## config.mk

```make
export PLATFORM = sky130hd
export DESIGN_NAME = cpu_bus_master
export DESIGN_NICKNAME = d
export VERILOG_FILES = /design/src/rtl/cpu_bus_master.sv
export SDC_FILE = /design/constraint.sdc
export NUM_CORES = 1
export LEC_CHECK = 0
export BUFFER_PORTS_ARGS = -buffer_cell sky130_fd_sc_hd__buf_2
export CAP_MARGIN = 40
export CORE_ASPECT_RATIO = 2
export CORE_MARGIN = 8
export CORE_UTILIZATION = 45
export CTS_CLUSTER_DIAMETER = 80
export CTS_CLUSTER_SIZE = 20
export DETAILED_ROUTE_END_ITERATION = 10
export PLACE_DENSITY = 0.71
export RECOVER_POWER = 25
export SLEW_MARGIN = 20
export SYNTH_ARGS = -nofsm -noshare
export SYNTH_HDL_FRONTEND = slang
export SYNTH_SLANG_ARGS = --single-unit
```

## constraint.sdc

```tcl
create_clock -name clk -period 2.7 [get_ports clk]
set_clock_uncertainty 0.15 [all_clocks]
set_input_delay 0.135 -clock clk [delete_from_list [all_inputs] [get_ports clk]]
set_output_delay 0.135 -clock clk [all_outputs]
set_load 0.02 [all_outputs]
```

## src/rtl/cpu_bus_master.sv

```systemverilog
// NES CPU bus initiator: turns valid/ready requests into M2-timed bus cycles,
// free-running dummy reads in between so M2 stays continuous.
module cpu_bus_master #(
  parameter int          PH_LO     = 6,
  parameter int          PH_HI     = 6,
  parameter logic [15:0] IDLE_ADDR = 16'h0000
) (
  input  logic        clk,
  input  logic        rst,
  input  logic        run,
  input  logic        req_valid,
  output logic        req_ready,
  input  logic        req_we,
  input  logic [15:0] req_addr,
  input  logic [7:0]  req_wdat,
  output logic        done,
  output logic [7:0]  rd_data,
  output logic        m2,
  output logic [15:0] cpu_addr,
  output logic        cpu_rw,
  output logic [7:0]  cpu_dout,
  output logic        cpu_doe,
  input  logic [7:0]  cpu_din
);

  localparam int PH_MAX = (PH_LO > PH_HI) ? PH_LO : PH_HI;
  localparam int CW     = $clog2(PH_MAX);

  typedef enum logic [1:0] {
    ST_STOP,
    ST_LO,
    ST_HI
  } state_e;

  state_e      state_q, state_d;
  logic [CW-1:0] cnt_q, cnt_d;

  logic        pend_q, pend_d;
  logic        slot_we_q, slot_we_d;
  logic [15:0] slot_addr_q, slot_addr_d;
  logic [7:0]  slot_wdat_q, slot_wdat_d;

  logic        req_cyc_q, req_cyc_d;
  logic [15:0] addr_q, addr_d;
  logic        rw_q, rw_d;
  logic [7:0]  dout_q, dout_d;
  logic        doe_q, doe_d;
  logic        done_q, done_d;
  logic [7:0]  rdat_q, rdat_d;

  logic lo_end, hi_end, cyc_start, to_stop, acc;

  assign lo_end = (state_q == ST_LO) && (cnt_q == CW'(PH_LO - 1));
  assign hi_end = (state_q == ST_HI) && (cnt_q == CW'(PH_HI - 1));

  always_comb begin
    state_d = state_q;
    cnt_d   = cnt_q;
    unique case (state_q)
      ST_STOP: begin
        if (run) begin
          state_d = ST_LO;
          cnt_d   = '0;
        end
      end
      ST_LO: begin
        if (lo_end) begin
          state_d = ST_HI;
          cnt_d   = '0;
        end else begin
          cnt_d = cnt_q + CW'(1);
        end
      end
      ST_HI: begin
        if (hi_end) begin
          state_d = run ? ST_LO : ST_STOP;
          cnt_d   = '0;
        end else begin
          cnt_d = cnt_q + CW'(1);
        end
      end
      default: begin
        state_d = ST_STOP;
        cnt_d   = '0;
      end
    endcase
  end

  assign cyc_start = (state_d == ST_LO) && (state_q != ST_LO);
  assign to_stop   = (state_d == ST_STOP) && (state_q != ST_STOP);
  assign acc       = req_valid && !pend_q;

  always_comb begin
    pend_d      = pend_q;
    slot_we_d   = slot_we_q;
    slot_addr_d = slot_addr_q;
    slot_wdat_d = slot_wdat_q;
    req_cyc_d   = req_cyc_q;
    addr_d      = addr_q;
    rw_d        = rw_q;
    dout_d      = dout_q;
    rdat_d      = rdat_q;

    if (acc) begin
      pend_d      = 1'b1;
      slot_we_d   = req_we;
      slot_addr_d = req_addr;
      slot_wdat_d = req_wdat;
    end

    // The cycle type is fixed on the edge into the first LO clk.
    if (cyc_start) begin
      if (pend_q) begin
        pend_d    = 1'b0;
        req_cyc_d = 1'b1;
        addr_d    = slot_addr_q;
        rw_d      = !slot_we_q;
        dout_d    = slot_wdat_q;
      end else begin
        req_cyc_d = 1'b0;
        addr_d    = IDLE_ADDR;
        rw_d      = 1'b1;
      end
    end else if (to_stop) begin
      req_cyc_d = 1'b0;
      addr_d    = IDLE_ADDR;
      rw_d      = 1'b1;
    end

    // Write data spans HI plus one clk after M2 falls.
    doe_d  = !rw_q && ((state_d == ST_HI) || (state_q == ST_HI));
    done_d = hi_end && req_cyc_q;
    if (hi_end && req_cyc_q && rw_q) begin
      rdat_d = cpu_din;
    end
  end

  always_ff @(posedge clk) begin
    if (rst) begin
      state_q     <= ST_STOP;
      cnt_q       <= '0;
      pend_q      <= 1'b0;
      slot_we_q   <= 1'b0;
      slot_addr_q <= '0;
      slot_wdat_q <= '0;
      req_cyc_q   <= 1'b0;
      addr_q      <= IDLE_ADDR;
      rw_q        <= 1'b1;
      dout_q      <= '0;
      doe_q       <= 1'b0;
      done_q      <= 1'b0;
      rdat_q      <= '0;
    end else begin
      state_q     <= state_d;
      cnt_q       <= cnt_d;
      pend_q      <= pend_d;
      slot_we_q   <= slot_we_d;
      slot_addr_q <= slot_addr_d;
      slot_wdat_q <= slot_wdat_d;
      req_cyc_q   <= req_cyc_d;
      addr_q      <= addr_d;
      rw_q        <= rw_d;
      dout_q      <= dout_d;
      doe_q       <= doe_d;
      done_q      <= done_d;
      rdat_q      <= rdat_d;
    end
  end

  assign req_ready = !pend_q;
  assign m2        = (state_q == ST_HI);
  assign cpu_addr  = addr_q;
  assign cpu_rw    = rw_q;
  assign cpu_dout  = dout_q;
  assign cpu_doe   = doe_q;
  assign done      = done_q;
  assign rd_data   = rdat_q;

endmodule

```

# --- Yosys cells after proc, flatten, opt, wreduce, memory -nomap -nowiden ---
# Index checks and enable logic that the tools add are counted.
word_totals:
  out_inout_bits: 37
  reg_bits: 67
  elab_cells: 59
  inputBits: 37
op_classes:
  addsub: 1
  eq_ne: 7
  n_mux: 21
  n_reduce_logical: 17
ops:
  columns: ["cell", "count"]
  rows:
  - ["$mux W16", 3]
  - ["$mux W1", 10]
  - ["$mux W3", 3]
  - ["$pmux W3 S3", 1]
  - ["$logic_and A1 B1 Y1", 8]
  - ["$mux W2", 3]
  - ["$pmux W2 S3", 1]
  - ["$eq A2 B1 Y1 const B", 2]
  - ["$eq A2 B2 Y1 const B", 2]
  - ["$logic_not A2 Y1", 2]
  - ["$reduce_bool A2 Y1", 2]
  - ["$add A3 B1 Y3 const B", 1]
  - ["$eq A3 B3 Y1 const B", 1]
  - ["$logic_not A1 Y1", 3]
  - ["$ne A2 B1 Y1 const B", 1]
  - ["$ne A2 B2 Y1 const B", 1]
  - ["$reduce_and A2 Y1", 1]
  - ["$logic_or A1 B1 Y1", 1]

# --- Longest topological paths before layout ---
# Gate-level depths: netlist of the first run.
logic_depth:
  ltp_word: 8
  ltp_mapped: 10
  ltp_nobuf: 7

# --- Least setup slack after synthesis of the first run ---
# No wires, ideal clock.
synth_timing:
  path_type: "register -> register"
  from: "register state_q[0]"
  to: "register rw_q (netlist: cpu_rw)"
  synth_period_minus_slack_ps: 2561
  path_stages_with_launch: 10
  t_required_ps: 2427
  setup_time_ps: 123
  path_buffers: 2
  arrival_ps: 2288
  setup_slack_ps: 139
  cell_sequence: "dfxtp_1 > inv_1 > ha_1 > a21boi_2 > o311a_4 > or3_1 > buf_6 > nor3_4 > buf_6 > a22oi_1"
synth_between:
  elab_chain_cells: 7
  elab_cells_between_ends: 17
  classes_between: "4 x eq/ne; 5 x mux; 8 x reduce/logical"
synth_lines:
  columns: ["element", "line_no", "source"]
  rows:
  - ["start, declared", "35", "state_e state_q, state_d;"]
  - ["start signal, assigned", "154", "state_q <= state_d;"]
  - ["$eq A2 B2 Y1 (*)", null, null]
  - ["named net m2", "18", "output logic m2,"]
  - ["$logic_and A1 B1 Y1", "54", "assign hi_end = (state_q == ST_HI) && (cnt_q == CW'(PH_HI - 1));"]
  - ["$mux W2", "75", "if (hi_end) begin"]
  - ["$pmux W2 S3 (*)", "59", "unique case (state_q)"]
  - ["$eq A2 B1 Y1 or $logic_not A2 Y1 (tied branches)", "89, 90", null]
  - ["$logic_and A1 B1 Y1 (on tied branches)", "89, 90", null]
  - ["$mux W1 or $reduce_bool A2 Y1 (tied branches)", null, null]
  - ["end signal, assigned", "162", "rw_q <= rw_d;"]
  - ["end, declared", "45", "logic rw_q, rw_d;"]
# Mark *: on every way through the listed nets, which the timed path passes. The rest lies on a longest branch.
# A chain may end at the register's enable or synchronous reset.

# --- Worst setup path in the final report of the first run ---
layout_timing:
  from: "register cnt_q[0]"
  to: "register addr_q[4] (netlist: cpu_addr[4])"
layout_between:
  elab_chain_cells: 7
  elab_cells_between_ends: 12
  classes_between: "2 x eq/ne; 4 x mux; 6 x reduce/logical"
layout_lines:
  columns: ["element", "line_no", "source"]
  rows:
  - ["start, declared", "36", "logic [CW-1:0] cnt_q, cnt_d;"]
  - ["start signal, assigned", "155", "cnt_q <= cnt_d;"]
  - ["$eq A3 B3 Y1 (*)", "53, 54", null]
  - ["$logic_and A1 B1 Y1 (on tied branches)", "54, 53", null]
  - ["$mux W2 (on tied branches)", "75, 67", null]
  - ["$pmux W2 S3 (*)", "59", null]
  - ["$eq A2 B1 Y1 or $logic_not A2 Y1 (tied branches)", "89, 90", null]
  - ["$logic_and A1 B1 Y1 (on tied branches)", "89, 90", null]
  - ["$mux W16 or $reduce_bool A2 Y1 (tied branches)", null, null]
  - ["end signal, assigned", "161", "addr_q <= addr_d;"]
  - ["end, declared", "44", "logic [15:0] addr_q, addr_d;"]
# Every way passes the cells marked *; elsewhere a longest branch is shown, timed or not.

==> reports/qor.txt, run 1 <==
Synthesized area per cell - 9.32 um^2
DR iter-0 viols - 116
MaxCap Viol Count - 0
Total track usage - 16.6%
Critical setup path kind - reg2reg
Max IR drop VDD - 0.718 mV
Post-synth top area share - 52.5%
Core Footprint - 5610 um^2
Delay-heaviest family, CP - compound AO/OA/AOI/OAI gates
Final setup viols - 0
Post-synth EDFFs - 0
Synth Instances - 274
Synth-to-layout area growth - 42.7%
#FFs+latches synth - 67
Yosys top cell by area - dfxtp_1
DP HPWL - 4.48 mm
Largest net degree at the start of global routing - 51
Vias in the first global route - 2494
I/O pin cnt - 74
Reg2reg end - cpu_addr[4]
Post-Route Utilization - 64.9%
H-tree levels - 3
Worst Path Required - 2830 ps
Min-delay worst type - in2reg
Max FO, Critical Path - 10
Die area - 8490 um^2
Die width - 69.3 um
Vias per cell - 5.23
Initial antenna violation count - 0
Setup_tns - 0 ps
Layout cell share with drive strength beyond 1 - 23.7%
Hold endpoint - cpu_rw
Finished Cell Area - 3640 um^2
Diode count - 0
CTS sink cnt - 67
CTS tree - built
Final worst-path cycle share - 93.1%
Final min period - 2510 ps
First-pass GRT wire length - 11.5 mm
Register-to-Register Path Depth - 7
Ranking of synthesized cells by area - dfxtp_1, nand2_1, a21oi_1, mux2i_1, ha_1
Clock Tree Buf Depth - 2
Final #Nets - 431
Placed inst area - 3000 um^2
Number of fillers in the final layout - 477
Seq/Total Area, Yosys - 52.5%
Global route total overflow - 0
Status - complete, no violations
Hold_ws - 65.7 ps
Fmax - 398 MHz
Post-route ant nets - 0
Worst-Margin Slew - 539 ps
Startpoint Class - flop
Clk slew on worst S/H paths - 50 ps
Clk Latency, worst-skew pair - 330 ps
Vias - 2369
Number of I/O port buffers - 73
Post-DR wirelength/cell - 15.3 um
Rows - 39
Synth cell types - 34
Synth async-reset ratio - 0%
Commonest cells in the synthesized netlist - dfxtp_1, nand2_1, a21oi_1
RSZ-0062 raised after global routing - no
Reg-to-Reg Start - cnt_q[0]
Hold path startpoint - rst
Syn_nets - 318
Cell Area, Synth - 2550 um^2
Die height - 123 um
Headroom to the max-slew limit - 63.9%
Pwr Density - 682 nW/um^2
Leak - 1.57 nW
Buffers and inverters on the worst path - 1
R2R Setup Slk - 190 ps
Most common cell in the netlist - dfxtp_1
Root buf cell - clkbuf_16
Pre-antenna DRT Iters - 4
Worst EP arrival - 2640 ps
Post CTS Setup Buffer Count - 0
Syn. warnings - 0
CP endpoint kind - flop
Critical path, cell by cell - ha_1 > and3_2 > mux2_2 > o2111a_1 > a211oi_4 > buf_4 > a22o_2
Max Slew Vio Count - 0
Critical Path Slowest Stage Cell - a211oi_4
Routability cong. - 0.859
Initial core utilization - 45.5%
Hold Violations, Final - 0
CTS Buf Count - 9
Hold Path Depth - 3
CP max stage delay - 450 ps
Final WL - 6.92 mm
# DRC - 0
Top_reg_cell synth - dfxtp_1
==> where the power goes <==
group,internal [mW],total [mW],switching (mW)
Clock,0.785,1.19,0.405
Combinational,0.114,0.253,0.138
Sequential,1.02,1.04,0.0200
==> registers in the layout (all words and copies together), names as in the netlist <==
register / cells
cnt_q: 3
slot_wdat_q: 8
cpu_addr: 16
cpu_dout: 8
state_q: 2
pend_q: 1
slot_addr_q: 16
rd_data: 8
req_cyc_q: 1
done: 1
cpu_doe: 1
cpu_rw: 1
slot_we_q: 1
==> cell type report <==
type	instances	area, um^2	area share, %
Sequential cell	67	1340	36.8
Tap cell	61	76.3	2.09
Timing Repair Buffer	118	776	21.3
Clock buffer	12	267	7.31
Inverter	7	26.3	0.721
Clock inverter	4	47.5	1.30
Multi-Input combinational cell	184	1110	30.4
==> cells in the final DEF (no fill, tap or decap), drive strengths merged, types with 2 or more instances in the layout <==
| cell type | n |
|---|---|
| nand2 | 53 |
| nor2b | 3 |
| a211oi | 2 |
| dfxtp | 67 |
| nor3 | 4 |
| dlygate4sd3 | 34 |
| clkbuf | 38 |
| a21oi | 36 |
| buf | 58 |
| ha | 7 |
| inv | 7 |
| o21ai | 11 |
| mux2i | 9 |
| nand3b | 3 |
| nand3 | 9 |
| a22o | 16 |
| nor2 | 17 |
| clkinv | 2 |
| o21a | 2 |
==> kinds of logic (layout without fill, tap and decap cells) <==
| logic type | Yosys count | count (layout) | synth area share, % |
|---|---|---|---|
| and+or+nand+nor | 91 | 91 | 15.4 |
| AOI/OAI and AO/OA | 76 | 76 | 20.2 |
| DFF | 67 | 67 | 52.5 |
| buffers and inverters | 23 | 141 | 4.41 |
| muxes | 10 | 10 | 3.97 |
| adders and majority gates | 7 | 7 | 3.43 |
==> worst max-delay path by stage <==
stage | from | end | slack, ps | cells past startpoint
3_3_place_gp | state_q[0] | cpu_addr[2] | -30 | 7
2_1_floorplan | state_q[0] | cpu_rw | 140 | 9
3_5_place_dp | state_q[0] | cpu_addr[2] | -30 | 8
4_1_cts | state_q[0] | cpu_addr[4] | 50 | 8
6_report | cnt_q[0] | cpu_addr[4] | 190 | 7
5_1_grt | cnt_q[0] | cpu_addr[5] | 80 | 7
==> worst register-to-register path, cell delays in order, from the launching register on <==
cell and delay (ps):
dfxtp_1 370, ha_1 270, and3_2 240, mux2_2 370, o2111a_1 200, a211oi_4 450, buf_4 260, a22o_2 140
==> layer usage <==
metal | part of all wire (%) | global-route usage, % | vias up
met3 | 6.5 | 6.88 | 10
li1 | - | - | 1173
met5 | 0 | 0 | -
met2 | 54 | 28.3 | 82
met4 | 1.7 | 9.29 | 0
met1 | 38 | 16.9 | 1104
==> timing repair <==
| item | CTS | global route |
|---|---|---|
| hold buffers | 34 | 0 |
| resized for setup | 1 | 2 |
| hold endpoints to repair | 34 | 0 |
| endpoints found under the setup margin | 9 | 9 |
| pin swaps | 0 | 1 |
==> through the flow <==
step           setup slack (ps)  power [mW]  cells
2_1_floorplan               139        1.19    274
3_3_place_gp              -33.2        1.25    401
3_5_place_dp              -25.6        1.27    402
4_1_cts                    47.8        2.50    452
5_1_grt                    82.9        2.57    453
6_report                    187        2.49    453
No activity file was read; power rests on OpenSTA's default activity.
==> inputs of run 2 (changes only) <==
--- a/config.mk
+++ b/config.mk
@@ -5,15 +5,15 @@
 export SDC_FILE = /design/constraint.sdc
 export NUM_CORES = 1
 export LEC_CHECK = 0
+export ABC_AREA = 1
 export BUFFER_PORTS_ARGS = -buffer_cell sky130_fd_sc_hd__buf_2
 export CAP_MARGIN = 40
-export CORE_ASPECT_RATIO = 2
 export CORE_MARGIN = 8
 export CORE_UTILIZATION = 45
 export CTS_CLUSTER_DIAMETER = 80
 export CTS_CLUSTER_SIZE = 20
 export DETAILED_ROUTE_END_ITERATION = 10
-export PLACE_DENSITY = 0.71
+export PLACE_DENSITY = 0.67
 export RECOVER_POWER = 25
 export SLEW_MARGIN = 20
 export SYNTH_ARGS = -nofsm -noshare
==> reports/qor.txt, run 2 <==
CTS tree - built
Critical path, cell by cell - inv_1 > ha_1 > inv_1 > o21ai_0 > nand2_1 > nand2_1 > nand2_4 > nor2_8 > nand2_2 > inv_2 > nor2_1 > nor2_1
Ranking of synthesized cells by area - dfxtp_1, nor2_1, nand2_1, o21ai_0, nand3_1
Rows - 29 (-26%)
Synth Area in Simple Gates - 27.6% (+12 points)
Main combinational cell family by area after synthesis - simple AND/OR/NAND/NOR gates
Max IR drop VDD - 0.370 mV (-49%)
CTS Buf Count - 9 (unchanged)
Commonest non-fill, non-tap cell in the layout - nor2_1
Initial antenna violation count - 0 (unchanged)
Die width - 95.4 um (+38%)
XOR/XNOR share of the synthesized area - 0% (unchanged)
Leak - 1.75 nW (+12%)
Placed inst area - 3250 um^2 (+8.5%)
Synth async-reset ratio - 0% (unchanged)
Finished Cell Area - 3770 um^2 (+3.5%)
Number of I/O port buffers - 73 (unchanged)
Vias - 2672 (+13%)
Headroom to the max-slew limit - 66.6% (+2.6 points)
Commonest cells in the synthesized netlist - nor2_1, dfxtp_1, nand2_1
Yosys top cell by area - dfxtp_1
Status - complete, no violations
CTS sink cnt - 67 (unchanged)
GR Util met1 - 19.7% (+2.9 points)
Most common cell in the netlist - nor2_1
Most frequent cells in the layout - nor2_1, dfxtp_1, nand2_1, buf_2, inv_1
Fmax - 462 MHz (+16%)
Vias per cell - 4.70 (-10%)
Worst-Margin Slew - 501 ps (-38.5 ps)
Synthesized area per cell - 7.43 um^2 (-20%)
Post-synth EDFFs - 0 (unchanged)
Seq/Total Area, Yosys - 47.3% (-5.3 points)
Syn. warnings - 0 (unchanged)
Post CTS Setup Buffer Count - 0 (unchanged)
Post-route ant nets - 0 (unchanged)
CP endpoint kind - flop
Max Slew Vio Count - 0 (unchanged)
Cell Area, Synth - 2840 um^2 (+11%)
Diode count - 0 (unchanged)
#FFs+latches synth - 67 (unchanged)
DP HPWL - 4.79 mm (+6.9%)
Synth Instances - 382 (+39%)
Pre-antenna DRT Iters - 4 (unchanged)
Setup_tns - 0 ps (unchanged)
Critical setup path kind - reg2reg
Number of fillers in the final layout - 591 (+24%)
Global route total overflow - 0 (unchanged)
Worst Path Required - 2820 ps (about the same)
Final worst-path cycle share - 80.2% (-13 points)
Layout cell share with drive strength beyond 1 - 17.5% (-6.2 points)
# DRC - 0 (unchanged)
Post-synth top area share - 47.3% (-5.3 points)
MaxCap Viol Count - 0 (unchanged)
Post_cts resized - 0 (-1)
Die height - 95.4 um (-22%)
Top_reg_cell synth - dfxtp_1
RSZ-0062 raised after global routing - no
I/O pin cnt - 74 (unchanged)
First-pass GRT wire length - 12.0 mm (+4.0%)
Routability cong. - 0.855 (-0.49%)
Core Footprint - 6240 um^2 (+11%)
Initial core utilization - 45.5% (about the same)
Post-synthesis adder-cell area fraction - 3.09% (-0.34 points)
Synth cell types - 24 (-29%)
DR iter-0 viols - 110 (-5.2%)
CTS Hold Bufs - 34 (unchanged)
Pwr Density - 606 nW/um^2 (-11%)
Post-DR wirelength/cell - 12.3 um (-19%)
Root buf cell - clkbuf_8
GR met3 Demand/Resource - 6.14% (-0.74 points)
Critical Path Slowest Stage Cell - dfxtp_1
H-tree levels - 3 (unchanged)
Startpoint Class - flop
Final min period - 2160 ps (-349 ps)
Min-delay worst type - in2reg
Vias in the first global route - 2647 (+6.1%)
Final #Nets - 530 (+23%)
Clk Latency, worst-skew pair - 330 ps (about the same)
Syn_nets - 426 (+34%)
Largest net degree at the start of global routing - 34 (-33%)
Total power - 2.29 mW (-8.0%)
Busiest layer in global routing - met2
Final setup viols - 0 (unchanged)
Max FO, Critical Path - 26 (+16)
Mux share of post-synthesis cell area - 0% (-4.0 points)
Compound-Gate Fraction of Synth Area - 12.8% (-7.4 points)
Final WL - 7.01 mm (+1.3%)
R2R Setup Slk - 540 ps (+350 ps)
Total track usage - 16.5% (-0.11 points)
Clk slew on worst S/H paths - 70 ps (+20 ps)
Die area - 9100 um^2 (+7.3%)
Worst EP arrival - 2290 ps (-350 ps)
Hold Violations, Final - 0 (unchanged)
Synth-to-layout area growth - 33.0%
Grt met2 use - 26.2% (-2.1 points)
CP max stage delay - 330 ps (-120 ps)
Clock Tree Buf Depth - 2 (unchanged)
run 2: cell count changes in the layout (fill, tap and decap cells not counted), moves of 8 or more:
cell       before  now
inv_1           7   42
a22o_1          8    0
nand3_1         9   33
a22o_2          8    0
nor2_1         17   75
clkbuf_16       9    0
clkbuf_8        3   12
mux2i_1         9    0
o21ai_0        10   35
a21oi_1        36   26
run 2: path summary, 6_finish.rpt:
path,depth (start not counted),to,from
hold / removal,4,cnt_q[2],run
hold reg to reg,2,slot_wdat_q[4],slot_wdat_q[4]
setup / recovery,12,cpu_dout[3],state_q[0]
setup reg to reg,12,cpu_dout[3],state_q[0]
run 2: report_power, final:
group          internal, mW  total (mW)  switching [mW]
sequential             1.04        1.07          0.0275
combinational         0.138       0.362           0.224
clock                 0.499       0.855           0.356
total                  1.68        2.29           0.608
run 2: layout make-up:
class	count	area [um^2]	share of cell area [%]
inverters	44	165	4.38
clock buffers	12	165	4.38
flip-flops and latches	67	1340	35.5
clock inverters	4	47.5	1.26
multi-input cells	253	1230	32.7
repair buffers	111	723	19.2
well taps	77	96.3	2.55
run 2: kinds of logic after synthesis:
group           Yosys count
fa+ha+maj                 7
compound gates           68
flops                    67
simple gates            178
buf+inv                  62
run 2: critical path: cells and delay by family, from the launching register on:
family                     cells  cell delay [ps]
and+or+nand+nor                7              870
adders and majority gates      1              210
buffers and inverters          3              360
DFF                            1              330
AOI/OAI and AO/OA              1              170
run 2: per-layer routing:
| metal | wire [um] | vias to the layer above |
|---|---|---|
| li1 | - | 1414 |
| met2 | 3150 | 73 |
| met5 | 0 | - |
| met1 | 3200 | 1173 |
| met3 | 538 | 12 |
| met4 | 122 | 0 |
run 2: metrics by stage:
stage                     util (%)  setup WS, ps  hold slack, ps  std cells
after CTS                     61.0           526            75.8        568
after global routing          60.5           319             128        568
final                         60.5           536            89.9        568
after detailed placement      52.1           551             239        518
after floorplan                  -           872             152        382
after global placement        51.7           626             236        517
==> inputs of run 3 (changes only) <==
--- a/config.mk
+++ b/config.mk
@@ -13,7 +13,7 @@
 export CTS_CLUSTER_DIAMETER = 80
 export CTS_CLUSTER_SIZE = 20
 export DETAILED_ROUTE_END_ITERATION = 10
-export PLACE_DENSITY = 0.67
+export PLACE_DENSITY = 0.69
 export RECOVER_POWER = 25
 export SLEW_MARGIN = 20
 export SYNTH_ARGS = -nofsm -noshare
==> constraint.sdc (replaced) <==
create_clock -name clk -period 1.82 [get_ports clk]
set_clock_uncertainty 0.15 [all_clocks]
set_input_delay 0.091 -clock clk [delete_from_list [all_inputs] [get_ports clk]]
set_output_delay 0.091 -clock clk [all_outputs]
set_load 0.02 [all_outputs]
==> reports/qor.txt, run 3 (same netlist as run 2, synthesis figures left out) <==
Worst slack at placement - -74.8 ps (-626 ps)
Total power - 3.46 mW (+51%)
Routability cong. - 0.798 (-6.6%)
Die width - 95.4 um (unchanged)
Leak - 1.96 nW (+12%)
DP HPWL - 4.94 mm (+3.2%)
Pre-antenna DRT Iters - 4 (unchanged)
Root buf cell - clkbuf_8
Startpoint Class - flop
Final WS setup - -34.8 ps (-570 ps)
H-tree levels - 3 (unchanged)
Synth-to-layout area growth - 50.1%
Vias in the first global route - 2833 (+7.0%)
Post-Route Utilization - 68.2% (+7.8 points)
Initial antenna violation count - 0 (unchanged)
Clk Latency, worst-skew pair - 330 ps (about the same)
Worst Path Required - 1900 ps (-920 ps)
Diode count - 0 (unchanged)
Core Footprint - 6240 um^2 (unchanged)
Final worst-path cycle share - 102% (+22 points)
Hold Violations, Final - 0 (unchanged)
Critical path, cell by cell - inv_8 > ha_4 > nand3_2 > nand2_2 > nand3_2 > nand2_2 > nand2_4 > nor2_8 > buf_12 > buf_12 > nand3_1 > nand2_1 > nor2_1
Worst-Margin Slew - 434 ps (-66.8 ps)
CTS Buf Count - 9 (unchanged)
Worst EP arrival - 1940 ps (-350 ps)
Buffers and inverters on the worst path - 3 (unchanged)
Die height - 95.4 um (unchanged)
Initial core utilization - 45.5% (unchanged)
MaxCap Viol Count - 0 (unchanged)
Final min period - 1850 ps (-310 ps)
Vias - 2864 (+7.2%)
Headroom to the max-slew limit - 70.9% (+4.3 points)
Fmax - 539 MHz (+17%)
Post-DR wirelength/cell - 14.3 um (+16%)
DP Cell Count - 533 (+2.9%)
Max FO, Critical Path - 5 (-81%)
Final WL - 8.51 mm (+21%)
Layout cell share with drive strength beyond 1 - 33.5% (+16 points)
CTS tree - built
Largest net degree at the start of global routing - 44 (+29%)
Max Slew Vio Count - 0 (unchanged)
RSZ-0062 raised after global routing - yes
Failing checks - setup timing
Layout Cells excl Fill - 597 (+5.1%)
Status - finished, violations left
Clk slew on worst S/H paths - 70 ps (about the same)
Setup_tns - -127 ps (-127 ps)
I/O pin cnt - 74 (unchanged)
CP max stage delay - 360 ps (+30 ps)
Rows - 29 (unchanged)
CP endpoint kind - flop
Critical setup path kind - reg2reg
Vias per cell - 4.80 (+2.0%)
Total track usage - 18.2% (+1.7 points)
First-pass GRT wire length - 13.1 mm (+9.2%)
Final #Nets - 559 (+5.5%)
Delay-heaviest family, CP - simple AND/OR/NAND/NOR gates
Commonest non-fill, non-tap cell in the layout - nor2_1
Post-route ant nets - 0 (unchanged)
Min-delay worst type - in2reg
Die area - 9100 um^2 (unchanged)
Max IR drop VDD - 0.629 mV (+70%)
Critical Path Slowest Stage Cell - dfxtp_4
Number of I/O port buffers - 73 (unchanged)
Most frequent cells in the layout - nor2_1, dfxtp_1, buf_2, nand2_1, inv_1
Global route total overflow - 0 (unchanged)
Pwr Density - 813 nW/um^2 (+34%)
Clock Tree Buf Depth - 2 (unchanged)
Final setup viols - 9 (+9)
# DRC - 0 (unchanged)
DR iter-0 viols - 180 (+64%)
CTS sink cnt - 67 (unchanged)
-- run 3: cell type report --
class | instances | area (um^2)
Clock buffer | 14 | 163
Clock inverter | 2 | 10.0
Fill cell | 538 | 1980
Inverter | 44 | 186
Multi-Input combinational cell | 255 | 1460
Sequential cell | 67 | 1350
Tap cell | 77 | 96.3
Timing Repair Buffer | 137 | 991
Timing Repair inverter | 1 | 6.26
-- run 3: report_power, final --
group	switching (mW)	leakage [nW]	total (mW)	internal (mW)
Combinational	0.425	1.32	0.775	0.350
Sequential	0.0472	0.550	1.59	1.55
Clock	0.527	0.0905	1.09	0.567
-- run 3: stage by stage --
stage                     hold WS [ps]  area (um^2)
after detailed placement           193         3370
after CTS                         55.9         4100
final                             95.8         4260
after floorplan                    108         2840
after global placement             187         3370
after global routing               102         4260
-- run 3: layer usage --
metal  vias up  global-route usage, %  part of all wire (%)
met4         0                   7.30                   1.0
met5         -                      0                     0
met1      1311                   20.4                    41
met2        74                   31.0                    51
met3         6                   6.30                   6.4
li1       1473                      -                     -
-- run 3: worst paths after layout --
| check | depth (start not counted) | end | startpoint | slack, ps |
|---|---|---|---|---|
| setup reg to reg | 13 | cpu_dout[7] | state_q[0] | -30 |
| hold reg to reg | 2 | slot_wdat_q[3] | slot_wdat_q[3] | 310 |
| setup / recovery | 13 | cpu_dout[7] | state_q[0] | -30 |
| hold / removal | 5 | cnt_q[2] | run | 100 |
-- run 3: worst reg2reg max path: cells and delay by family (launching register included) --
| kind | cells | cell delay, ps |
|---|---|---|
| and+or+nand+nor | 9 | 790 |
| adders and majority gates | 1 | 150 |
| buffers and inverters | 3 | 310 |
| DFF | 1 | 360 |
-- run 3: what timing repair did --
action                                 CTS  global route
hold buffers                            34             0
setup buffers                            6             3
cloned                                   2             4
pin swaps                                7            23
setup endpoints to repair               34            35
endpoints found under the hold margin   34             0
gates resized for setup                 31            48
